**config.mk**
```make
export PLATFORM = sky130hd
export DESIGN_NAME = apb_arbiter_master
export DESIGN_NICKNAME = d
export VERILOG_FILES = /design/src/rtl/apb_arbiter_master.sv
export SDC_FILE = /design/constraint.sdc
export NUM_CORES = 1
export LEC_CHECK = 0
export BUFFER_PORTS_ARGS = -buffer_cell sky130_fd_sc_hd__buf_2
export CAP_MARGIN = 20
export CORE_AREA = 2 2 121 123
export DETAILED_ROUTE_END_ITERATION = 8
export DIE_AREA = 0 0 123 125
export SYNTH_ARGS = -nofsm -noshare
export SYNTH_HDL_FRONTEND = slang
export SYNTH_SLANG_ARGS = --single-unit
```
**constraint.sdc**
```tcl
create_clock -name clk -period 1.13 [get_ports clk]
set_input_delay 0.0565 -clock clk [delete_from_list [all_inputs] [get_ports clk]]
set_output_delay 0.0565 -clock clk [all_outputs]
set_load 0.005 [all_outputs]
```
**src/rtl/apb_arbiter_master.sv**
```systemverilog
// Two-port round-robin APB master sharing one slave; one transfer in flight at a time.
// Define APB_ARB_TIMEOUT_EN to abort ACCESS phases that stall for TIMEOUT cycles.
module apb_arbiter_master #(
    parameter int ADDR_W  = 32,
    parameter int TIMEOUT = 16
) (
    input  logic              clk,
    input  logic              rst,
    input  logic              req0_valid,
    input  logic [ADDR_W-1:0] req0_addr,
    input  logic              req0_write,
    input  logic [31:0]       req0_wdata,
    input  logic [3:0]        req0_strb,
    output logic              req0_done,
    output logic [31:0]       req0_rdata,
    output logic              req0_err,
    input  logic              req1_valid,
    input  logic [ADDR_W-1:0] req1_addr,
    input  logic              req1_write,
    input  logic [31:0]       req1_wdata,
    input  logic [3:0]        req1_strb,
    output logic              req1_done,
    output logic [31:0]       req1_rdata,
    output logic              req1_err,
    output logic              apb_sel,
    output logic              apb_enable,
    output logic              apb_write,
    output logic [ADDR_W-1:0] apb_addr,
    output logic [31:0]       apb_wdata,
    output logic [3:0]        apb_strb,
    input  logic [31:0]       apb_rdata,
    input  logic              apb_ready,
    input  logic              apb_slverr
);

    localparam int DATA_W = 32;

    typedef enum logic [1:0] {S_IDLE, S_SETUP, S_ACCESS} state_t;

    state_t              r_state;
    state_t              w_state_nxt;
    logic                r_grant;
    logic                r_last_grant;
    logic                r_apb_write;
    logic [ADDR_W-1:0]   r_apb_addr;
    logic [DATA_W-1:0]   r_apb_wdata;
    logic [3:0]          r_apb_strb;
    logic                w_req_any;
    logic                w_pick;
    logic                w_finish;
    logic                w_done;
    logic                w_abort;

    generate
        if (TIMEOUT < 1) begin : g_bad_timeout
            $error("TIMEOUT must be at least 1");
        end
    endgenerate

    assign w_req_any = req0_valid | req1_valid;
    // Contention goes to the port that was not served last.
    assign w_pick    = (req0_valid & req1_valid) ? ~r_last_grant : req1_valid;

`ifdef APB_ARB_TIMEOUT_EN
    localparam int CNT_W = $clog2(TIMEOUT + 1);
    logic [CNT_W-1:0] r_wait_cnt;

    // Abort in the stalled ACCESS cycle that brings the stall count up to TIMEOUT.
    assign w_abort = (r_state == S_ACCESS) && !apb_ready &&
                     (r_wait_cnt == CNT_W'(TIMEOUT - 1));

    always_ff @(posedge clk) begin
        if (rst) begin
            r_wait_cnt <= '0;
        end else if (w_state_nxt == S_SETUP) begin
            r_wait_cnt <= '0;
        end else if ((r_state == S_ACCESS) && !apb_ready) begin
            r_wait_cnt <= r_wait_cnt + 1'b1;
        end
    end
`else
    assign w_abort = 1'b0;
`endif

    always_comb begin
        w_state_nxt = r_state;
        w_finish    = 1'b0;
        case (r_state)
            S_IDLE:   if (w_req_any) w_state_nxt = S_SETUP;
            S_SETUP:  w_state_nxt = S_ACCESS;
            S_ACCESS: begin
                if (apb_ready || w_abort) begin
                    w_finish    = 1'b1;
                    w_state_nxt = S_IDLE;
                end
            end
            default:  w_state_nxt = S_IDLE;
        endcase
    end

    // A reset landing on the completing cycle abandons the transfer silently.
    assign w_done = w_finish & ~rst;

    always_comb begin
        req0_done  = 1'b0;
        req0_rdata = '0;
        req0_err   = 1'b0;
        req1_done  = 1'b0;
        req1_rdata = '0;
        req1_err   = 1'b0;
        if (w_done) begin
            if (r_grant) begin
                req1_done  = 1'b1;
                req1_err   = w_abort | apb_slverr;
                req1_rdata = w_abort ? '0 : apb_rdata;
            end else begin
                req0_done  = 1'b1;
                req0_err   = w_abort | apb_slverr;
                req0_rdata = w_abort ? '0 : apb_rdata;
            end
        end
    end

    always_ff @(posedge clk) begin
        if (rst) begin
            r_state      <= S_IDLE;
            r_grant      <= 1'b0;
            r_last_grant <= 1'b1;
            r_apb_write  <= 1'b0;
            r_apb_addr   <= '0;
            r_apb_wdata  <= '0;
            r_apb_strb   <= '0;
        end else begin
            r_state <= w_state_nxt;
            if ((r_state == S_IDLE) && w_req_any) begin
                r_grant     <= w_pick;
                r_apb_write <= w_pick ? req1_write : req0_write;
                r_apb_addr  <= w_pick ? req1_addr  : req0_addr;
                r_apb_wdata <= w_pick ? req1_wdata : req0_wdata;
                r_apb_strb  <= w_pick ? req1_strb  : req0_strb;
            end
            if (w_finish) begin
                r_last_grant <= r_grant;
            end
        end
    end

    assign apb_sel    = (r_state != S_IDLE);
    assign apb_enable = (r_state == S_ACCESS);
    assign apb_write  = r_apb_write;
    assign apb_addr   = r_apb_addr;
    assign apb_wdata  = r_apb_wdata;
    assign apb_strb   = r_apb_strb;

endmodule

```
**Word level (Yosys, flattened, before mapping)**

Cells that the tools add are included.

- Flip-flop bits (word level): 73
- Bits in latches: 0
- Memory bits (writable): 0
- Memory bits (read-only): 0
- Input port bits: 176
- Output and inout bits: 139
- Logic and storage cells: 42
- Memories: 0

- Add/sub/neg operators: 0
- Multiply operators: 0
- Divide/modulo/power cells: 0
- $lt $le $gt $ge: 0
- Eq/ne operators: 4
- Shift-type cells: 0
- Muxes and demuxes: 22
- Bitwise gates (word level): 5
- Reduce and logical (&&, ||, !) cells: 4

Operators by type and width:

| operator | count |
|---|---|
| two-way mux 32 bit | 6 |
| two-way mux 1 bit | 12 |
| one-hot mux 2 bit (3 select lines) | 1 |
| two-way mux 2 bit | 2 |
| two-way mux 4 bit | 1 |
| AND 1 bit | 2 |
| equality test 2 x 1 -> 1 bit (second input constant) | 1 |
| equality test 2 bit (second input constant) | 1 |
| zero test 2 bit | 1 |
| inequality test 2 x 1 -> 1 bit (second input constant) | 1 |
| inequality test 2 bit (second input constant) | 1 |
| NOT 1 bit | 2 |
| AND reduction 2 bit | 1 |
| nonzero test 2 bit | 1 |
| logical AND 1 bit | 1 |
| OR 1 bit | 1 |

**Depth between registers and ports, before layout**

Gate-level depths: netlist (run 1).

- Depth after elaboration: 4
- Mapped depth: 6

**Least setup slack after synthesis (run 1)**

OpenSTA, ideal clock, no wires.

- Kind: register to output
- Start: reg r_state[0]
- End: out req1_rdata[22]
- Arrival: 1.232 ns
- Required time: 1.074 ns
- Slack: -0.159 ns
- Stages on the path, launching flop included: 5
- Cell sequence: dfxtp_1 nand2b_4 nor4bb_4 buf_6 and2_1

- Longest elaborated chain between the ends: 4

Ends and longest elaborated chain:

| item | line | RTL |
|---|---|---|
| from (decl) | 40 | `state_t r_state;` |
| from (signal assigned) | 134 | `r_state <= w_state_nxt;` |
| equality test 2 bit | 88 | `case (r_state)` |
| two-way mux 1 bit | 88 |  |
| AND 1 bit | 102 | `assign w_done = w_finish & ~rst;` |
| two-way mux 32 bit | 111 | `if (w_done) begin` |
| to (decl) | 23 | `output logic [31:0] req1_rdata,` |

No other way between the ends.

**Worst setup path after layout (run 1)**

- Start: reg r_state[0]
- End: out req1_rdata[19]

The elaborated chain is that of the path after synthesis.

==> results of run 1 <==
## flip-flops by register name (all words and copies together), names as in the netlist
name and count:
apb_write 1, r_grant 1, r_last_grant 1, r_state 2, apb_addr 32, apb_strb 4
apb_wdata 32
## metrics by stage
stage | power [mW] | worst slack [ps]
final | 10.25 | -609.2
after floorplan | 4.068 | -147.1
after CTS | 10.18 | -573.6
after global placement | 5.074 | -179.7
after global routing | 10.69 | -671.0
after detailed placement | 5.076 | -203.6
## critical path, stage by stage, from the launching register on
cell      delay (ps)
dfxtp_2          310
nand2b_4         150
nor4bb_4         270
buf_6            200
buf_8            140
and2_1           130
buf_2            140
## cell type report
type,instances,area (µm²)
multi-input combinational,361,2486
timing repair buffer,528,4614
tap,184,230.2
sequential,73,1468
clock buffer,10,239.0
fill,1051,5046
antenna,2,5.005
clock inverter,6,105.1
inverter,2,10.01
## layer usage
layer,part of all wire [%],routed length (µm),global-route usage (%)
met4,7.1,1690,22.39
met1,35,8236,29.86
met5,0,0,0
met3,8.1,1924,7.162
met2,50,11950,48.55
## final timing paths
check / slack [ps] / cells past startpoint / from / endpoint
max reg2reg: -390 / 9 / r_state[0] / apb_addr[8]
min: 30 / 3 / req1_wdata[22] / apb_wdata[22]
min reg2reg: 490 / 2 / apb_wdata[24] / apb_wdata[24]
max: -610 / 6 / r_state[0] / req1_rdata[19]
## timing repair
| item | CTS | global route |
|---|---|---|
| hold buffers | 132 | 0 |
| setup buffers | 36 | 8 |
| gates cloned | 24 | 6 |
| endpoints found under the setup margin | 140 | 143 |
| endpoints found under the hold margin | 67 | 0 |
| gates resized for setup | 89 | 121 |
| pin swaps | 60 | 52 |
## power by group
part	internal [mW]	switching (mW)	total (mW)	leakage (nW)
registers	2.89	0.200	3.09	0.607
clock network	2.21	1.14	3.35	0.172
logic	2.15	1.66	3.81	3.55
## cell families (layout without fill, tap and decap cells)
logic type	after synthesis	after routing	share of synthesized area (%)
buf+inv	53	546	7.702
other cells	0	2	0
flops	73	73	38.45
compound gates	143	143	26.04
mux	1	1	0.2633
simple gates	217	217	27.55
## cell usage after synthesis (2+ instances only)
master	n	area share [%]
buf_6	5	1.5
buf_4	5	0.99
a311oi_1	70	16
and2_1	66	11
nand2_1	139	14
a21oi_1	70	9.2
clkbuf_1	11	1.1
nor2_1	4	0.39
buf_2	28	3.7
dfxtp_1	73	38
clkbuf_2	2	0.26
==> out/metrics.cfg, run 1 <==
[detailed_routing]
drc=0
ant_nets=0
routed_via_density=5.202
vias=6066
drtIter0Drc=257
routed_wl_um=23800
detail_route.first_pass.iterations=4
drt-wirelength-per-cell_um=20.42

[layout]
final_cells=1166
final_cell_mix=272 x buf_2, 138 x nand2_1, 132 x dlygate4sd3_1
final_core_util_pct=64.47
final_common_cell=buf_2
drive_gt1_share_pct=53.98
final_area_um2=9158
syn_to_final_growth_pct=140.9
nNetsFinal=1151

[die]
initial_core_util_pct=26.76
rows=44
die_w_um=123
die_h_um=125
dieArea_um2=15380
io-pin-count=315
coreArea_um2=14200

[timing]
tns_ps=-61320
rsz0062_at_grt=yes
final.period_utilization_pct=153.9
slew_viol_final=0
finalHoldWorstSlack_ps=26.46
hold_viol=0
clock_skew_ps=10.47
worstMarginPinSlew_ps=434.5
relSlewSlack_pct=71.03
clock.fmax_mhz=575.0
setup_viol=142
final.min_clock_period_ps=1739
fin_ws_ps=-609.2

[synth]
syn_inst=487
synth_flop_cell=dfxtp_1
ys_seq_elements=73
synth_edf_count=0
ys_async_sr_fraction_pct=0
yosysSeqAreaShare_pct=38.45
ys_warn_count=0
synthesis.area_um2=3801
synth.net_count=663
ys_types=25
avgSynthCellArea_um2=7.805

[worst_setup_path]
critPathLaunchType=register
cp_max_fo=8
end_kind=output port
required_ps=1070
criticalPathCategory=register to output port
cp.arrival_ps=1680

[power]
power_leakage_nw=4.331
ir_drop_mv=0.8605
power-per-cell-area_nw_per_um2=1119

[outcome]
status=finished with violations
violations=setup timing

[run]
maxCapViolCount=0

[place]
routabilityCongestion=0.7840
post-place-cells=953
dp_hpwl_um=10930
io_buffers=314
placed_cell_area_um2=5638

[clocking]
numCtsBuffers=9
cts-root-buf=clkbuf_16
cts_tree=built
cts_sinks=73
cts-htree-levels=3
clkLatencyLatePin_ps=340
clockBufferDepth=2
path_clk_slew_ps=60

[global_route]
grt.total_usage_pct=28.69
grt_max_degree=74
antenna_found_initial=2
gr-total-overflow=0
grt_pass1_wl_um=33620
grt_pass1_vias=6292

[min_path]
min_path_type=primary input to register

Note: power is estimated with default switching activity, not from simulation.
==> run 2, diff against run 1 <==
- REMOVE_ABC_BUFFERS: unset -> 1
==> out/metrics.cfg, run 2 (same netlist as run 1, synthesis figures left out) <==
[die]
initial_core_util_pct=26.76  ; unchanged
dieArea_um2=15380  ; unchanged
die_w_um=123  ; unchanged
coreArea_um2=14200  ; unchanged
io-pin-count=315  ; unchanged
rows=44  ; unchanged
die_h_um=125  ; unchanged

[place]
dp_hpwl_um=10710  ; -2.1%
preCtsSetupSlack_ps=-261.4  ; -57.79 ps
routabilityCongestion=0.7612  ; -2.9%
io_buffers=314  ; unchanged
post-place-cells=954  ; +0.10%

[timing]
slew_viol_final=0  ; unchanged
clock_skew_ps=10.80  ; +0.3348 ps
hold_viol=0  ; unchanged
relSlewSlack_pct=70.26  ; -0.77 points
finalHoldWorstSlack_ps=12.83  ; -13.64 ps
setup_viol=142  ; unchanged
rsz0062_at_grt=yes
fin_ws_ps=-689.3  ; -80.12 ps
clock.fmax_mhz=549.7  ; -4.4%
worstMarginPinSlew_ps=446.1  ; +11.61 ps
tns_ps=-63320  ; -2007 ps
final.min_clock_period_ps=1819  ; +80.12 ps
final.period_utilization_pct=161.0  ; +7.1 points

[detailed_routing]
detail_route.first_pass.iterations=4  ; unchanged
drc=0  ; unchanged
ant_nets=0  ; unchanged
drtIter0Drc=231  ; -10%
drt-wirelength-per-cell_um=19.16  ; -6.2%
routed_via_density=5.045  ; -3.0%
vias=5837  ; -3.8%
routed_wl_um=22170  ; -6.9%

[global_route]
antenna_found_initial=1  ; -1
grt_max_degree=73  ; -1.4%
grt_pass1_vias=5841  ; -7.2%
gr-total-overflow=0  ; unchanged
grt_pass1_wl_um=31190  ; -7.2%
grt.total_usage_pct=26.14  ; -2.5 points

[layout]
nNetsFinal=1144  ; -0.61%
drive_gt1_share_pct=52.21  ; -1.8 points
diodes=0  ; -2
final_common_cell=buf_2
final_cells=1157  ; -0.77%
syn_to_final_growth_pct=136.0
fill_cells=1098  ; +4.5%
seqCellArea_um2=1469  ; about the same
final_cell_mix=278 x buf_2, 139 x nand2_1, 124 x dlygate4sd3_1
multi_input_comb_area_um2=2414  ; -2.9%
final_core_util_pct=63.16  ; -1.3 points

[clocking]
clkLatencyLatePin_ps=340  ; about the same
cts-root-buf=clkbuf_16
path_clk_slew_ps=70  ; about the same
clockBufferDepth=2  ; unchanged
cts_sinks=73  ; unchanged
numCtsBuffers=9  ; unchanged
cts-htree-levels=3  ; unchanged
cts_tree=built

[power]
power_leakage_nw=4.270  ; -1.4%
ir_drop_mv=0.6533  ; -24%
power-per-cell-area_nw_per_um2=1131  ; +1.1%

[outcome]
violations=setup timing
status=finished with violations

[min_path]
min_path_type=primary input to register

[worst_setup_path]
timing.reg2reg.setup_slack_ps=-430  ; -40 ps
critPathLaunchType=register
end_kind=output port
required_ps=1070  ; about the same
cp_max_fo=19  ; +11
criticalPathCategory=register to output port
cp.arrival_ps=1760  ; +80 ps

[run]
maxCapViolCount=0  ; unchanged

[run 2: cell types whose count changed in the layout (fill, tap and decap cells not counted), moves of 2 or more]
cell           previous run  this run
a21oi_1                  36        51
a21oi_2                  34        19
dlygate4sd3_1           132       124
and2_1                   27        33
and2_4                   39        33
buf_2                   272       278
buf_16                   13        18
buf_6                    58        54
bufbuf_16                 4         1
clkinv_2                  3         0
buf_12                   24        22
buf_4                    14        12
clkinvlp_4                0         2
diode_2                   2         0
[run 2: path summary, 6_finish.rpt]
check | cells past startpoint | start | endpoint
worst max-delay path | 6 | r_state[0] | req0_rdata[28]
worst min-delay path | 3 | req0_addr[31] | apb_addr[31]
worst max register to register | 10 | r_state[0] | apb_addr[16]
worst min register to register | 2 | apb_addr[4] | apb_addr[4]
[run 2: layout make-up]
cell class / instances / share of cell area, %
Clock buffer: 12 / 2.859
Tap cell: 184 / 2.566
Clock inverter: 4 / 0.8368
Sequential cell: 73 / 16.37
Inverter: 2 / 0.08368
Multi-Input combinational cell: 361 / 26.90
Timing Repair Buffer: 521 / 50.38
[run 2: per-stage QoR]
stage                     power [mW]  area (µm²)
after floorplan                3.922        3516
after detailed placement       5.068        5618
after global placement         5.059        5618
final                          10.15        8971
after CTS                      9.909        8504
after global routing           10.55        8971
[run 2: worst max-delay path, cell delays in order, from the launching register on]
cell,delay (ps)
dfxtp_2,320
nand2b_4,140
buf_4,140
nor4b_4,260
buf_6,200
and2_1,220
buf_2,160
[run 2: what timing repair did]
action,CTS,global route
gates resized for setup,92,97
endpoints found under the setup margin,141,142
pin swaps,70,33
cloned,23,4
hold buffers,124,0
endpoints found under the hold margin,64,0
setup buffers,35,10
[run 2: where the power goes]
| group | internal [mW] | switching [mW] |
|---|---|---|
| clock | 2.06 | 1.18 |
| combinational | 2.20 | 1.63 |
| sequential | 2.89 | 0.188 |
| total | 7.16 | 2.99 |
[run 2: routing by layer]
metal	track usage [%]	vias to the layer above	part of all wire (%)
met5	0	-	0.032
met4	10.36	2	3.0
met3	5.611	50	7.3
met2	45.24	320	51
met1	31.14	2785	39
li1	-	2680	-
==> run 3, diff against run 2 <==
- BUFFER_PORTS_ARGS: -buffer_cell sky130_fd_sc_hd__buf_2 -> -buffer_cell sky130_fd_sc_hd__buf_4
- RECOVER_POWER: unset -> 100
==> out/metrics.cfg, run 3 (same netlist as run 1, synthesis figures left out) <==
[outcome]
status=finished with violations
violations=setup timing

[worst_setup_path]
r2r_cells=9  ; -1
criticalPathCategory=register to output port
cp_top_family=simple AND/OR/NAND/NOR gates
cp.arrival_ps=1670  ; -90 ps
end_kind=output port
cpPeakStageDelay_ps=340  ; +20 ps
worst-path-buf-inv=3  ; unchanged
cp_max_fo=19  ; unchanged
timing.reg2reg.setup_slack_ps=-520  ; -90 ps
cp-startpoint=r_state[0]
crit_cells=6  ; unchanged
required_ps=1070  ; about the same
r2r-start=r_state[0]
worstSetupEndpoint=req0_rdata[19]
crit_chain=nand2b_4, buf_4, nor4b_4, buf_6, and2_1, buf_4
cpMostUsedCell=buf_4
reg2reg_to=apb_wdata[24]
critPathLaunchType=register
slowest_stage=dfxtp_4

[die]
rows=44  ; unchanged
dieArea_um2=15380  ; unchanged
die_w_um=123  ; unchanged
coreArea_um2=14200  ; unchanged
io-pin-count=315  ; unchanged
initial_core_util_pct=26.76  ; unchanged
die_h_um=125  ; unchanged

[timing]
clock.fmax_mhz=578.4  ; +5.2%
setup_viol=141  ; -0.70%
relSlewSlack_pct=71.34  ; +1.1 points
fin_ws_ps=-599.0  ; +90.30 ps
worstMarginPinSlew_ps=429.8  ; -16.29 ps
rsz0062_at_grt=yes
final.min_clock_period_ps=1729  ; -90.30 ps
clock_skew_ps=5.460  ; -5.342 ps
tns_ps=-69320  ; -5999 ps
slew_viol_final=0  ; unchanged
final.period_utilization_pct=153.0  ; -8.0 points
hold_viol=0  ; unchanged

[global_route]
antenna_found_initial=0  ; -1
grt.total_usage_pct=25.35  ; -0.79 points
grt_pass1_vias=5488  ; -6.0%
grt_pass1_wl_um=30070  ; -3.6%
gr-total-overflow=0  ; unchanged
grt_max_degree=73  ; unchanged

[layout]
multi_input_comb_area_um2=2499  ; +3.5%
final_cells=1100  ; -4.9%
drive_gt1_share_pct=50.76  ; -1.4 points
seqCellArea_um2=1469  ; unchanged
final_common_cell=buf_4
final_cell_mix=226 x buf_4, 138 x nand2_1, 83 x dlygate4sd3_1
nNetsFinal=1087  ; -5.0%
diodes=0  ; unchanged
syn_to_final_growth_pct=135.6
final_area_um2=8957  ; -0.15%
fill_cells=1122  ; +2.2%

[power]
ir_drop_mv=0.8003  ; +23%
power-per-cell-area_nw_per_um2=1090  ; -3.7%
power_leakage_nw=4.018  ; -5.9%

[place]
post-place-cells=954  ; unchanged
routabilityCongestion=0.7770  ; +2.1%
io_buffers=314  ; unchanged
dp_hpwl_um=11580  ; +8.2%
placed_cell_area_um2=6404  ; +14%

[detailed_routing]
wl_met3_um=1767  ; +9.4%
vias=5570  ; -4.6%
drc=0  ; unchanged
routed_via_density=5.064  ; +0.37%
route.met2.wl_um=10890  ; -3.5%
drt-wirelength-per-cell_um=19.10  ; -0.31%
met1Wirelength_um=7915  ; -8.0%
drtIter0Drc=203  ; -12%
ant_nets=0  ; unchanged
detail_route.first_pass.iterations=4  ; unchanged
routed_wl_um=21010  ; -5.2%
routed.top_layer=met4

[clocking]
path_clk_slew_ps=60  ; about the same
clkLatencyLatePin_ps=330  ; about the same
cts_sinks=73  ; unchanged
cts-root-buf=clkbuf_16
numCtsBuffers=9  ; unchanged
cts_tree=built
clockBufferDepth=2  ; unchanged
cts-htree-levels=3  ; unchanged

[min_path]
min_path_type=primary input to register
hold_depth=3  ; unchanged

[run]
maxCapViolCount=0  ; unchanged

-- run 3: layout make-up --
cell class / count / share of cell area, %
clock buffers: 11 / 2.710
clock inverters: 5 / 0.6146
inverters: 2 / 0.08381
multi-input cells: 361 / 27.90
flip-flops and latches: 73 / 16.40
well taps: 184 / 2.570
repair buffers: 464 / 49.73
-- run 3: worst register-to-register path: cells and delay by family (launching register included) --
kind	cells	cell delay, ps
AND/OR/NAND/NOR	1	140
buffers and inverters	6	810
AO/OA/AOI/OAI	2	250
flip-flops	1	340
-- run 3: worst min path at each step --
stage / endpoint / slack [ps] / from
2_1_floorplan: r_grant / 130 / rst
3_3_place_gp: apb_addr[0] / 330 / req0_addr[0]
3_5_place_dp: apb_wdata[25] / 340 / req0_wdata[25]
4_1_cts: apb_addr[1] / 0.04 / req1_addr[1]
5_1_grt: apb_addr[2] / 3 / req0_addr[2]
6_report: apb_addr[21] / 5 / req0_addr[21]
-- run 3: per-layer routing --
layer,vias to the layer above,GRT usage [%]
li1,2577,-
met3,37,6.432
met2,288,45.27
met4,0,8.623
met5,-,0
met1,2668,28.97
-- run 3: through the flow --
step | worst slack, ps | hold slack (ps) | total power [mW] | utilization [%]
finish | -599.0 | 5.311 | 9.760 | 63.06
CTS | -603.1 | 0.03941 | 9.532 | 60.24
global placement | -228.9 | 334.9 | 5.387 | 45.08
global route | -692.5 | 2.979 | 10.16 | 63.06
detailed placement | -263.3 | 342.3 | 5.428 | 45.08
floorplan | -1944 | 125.6 | 3.922 | -
-- run 3: what timing repair did --
action	4_1_cts	5_1_grt
hold endpoints to repair	52	0
pin swaps	73	34
endpoints found under the setup margin	141	141
cloned	22	2
gates resized for setup	87	104
hold buffers	83	0
setup buffers	22	6
-- run 3: where the power goes --
| group | internal, mW | switching (mW) | leakage, nW | total, mW |
|---|---|---|---|---|
| Sequential | 2.90 | 0.221 | 0.607 | 3.12 |
| Combinational | 2.20 | 1.58 | 3.27 | 3.78 |
| Clock | 1.76 | 1.10 | 0.142 | 2.86 |
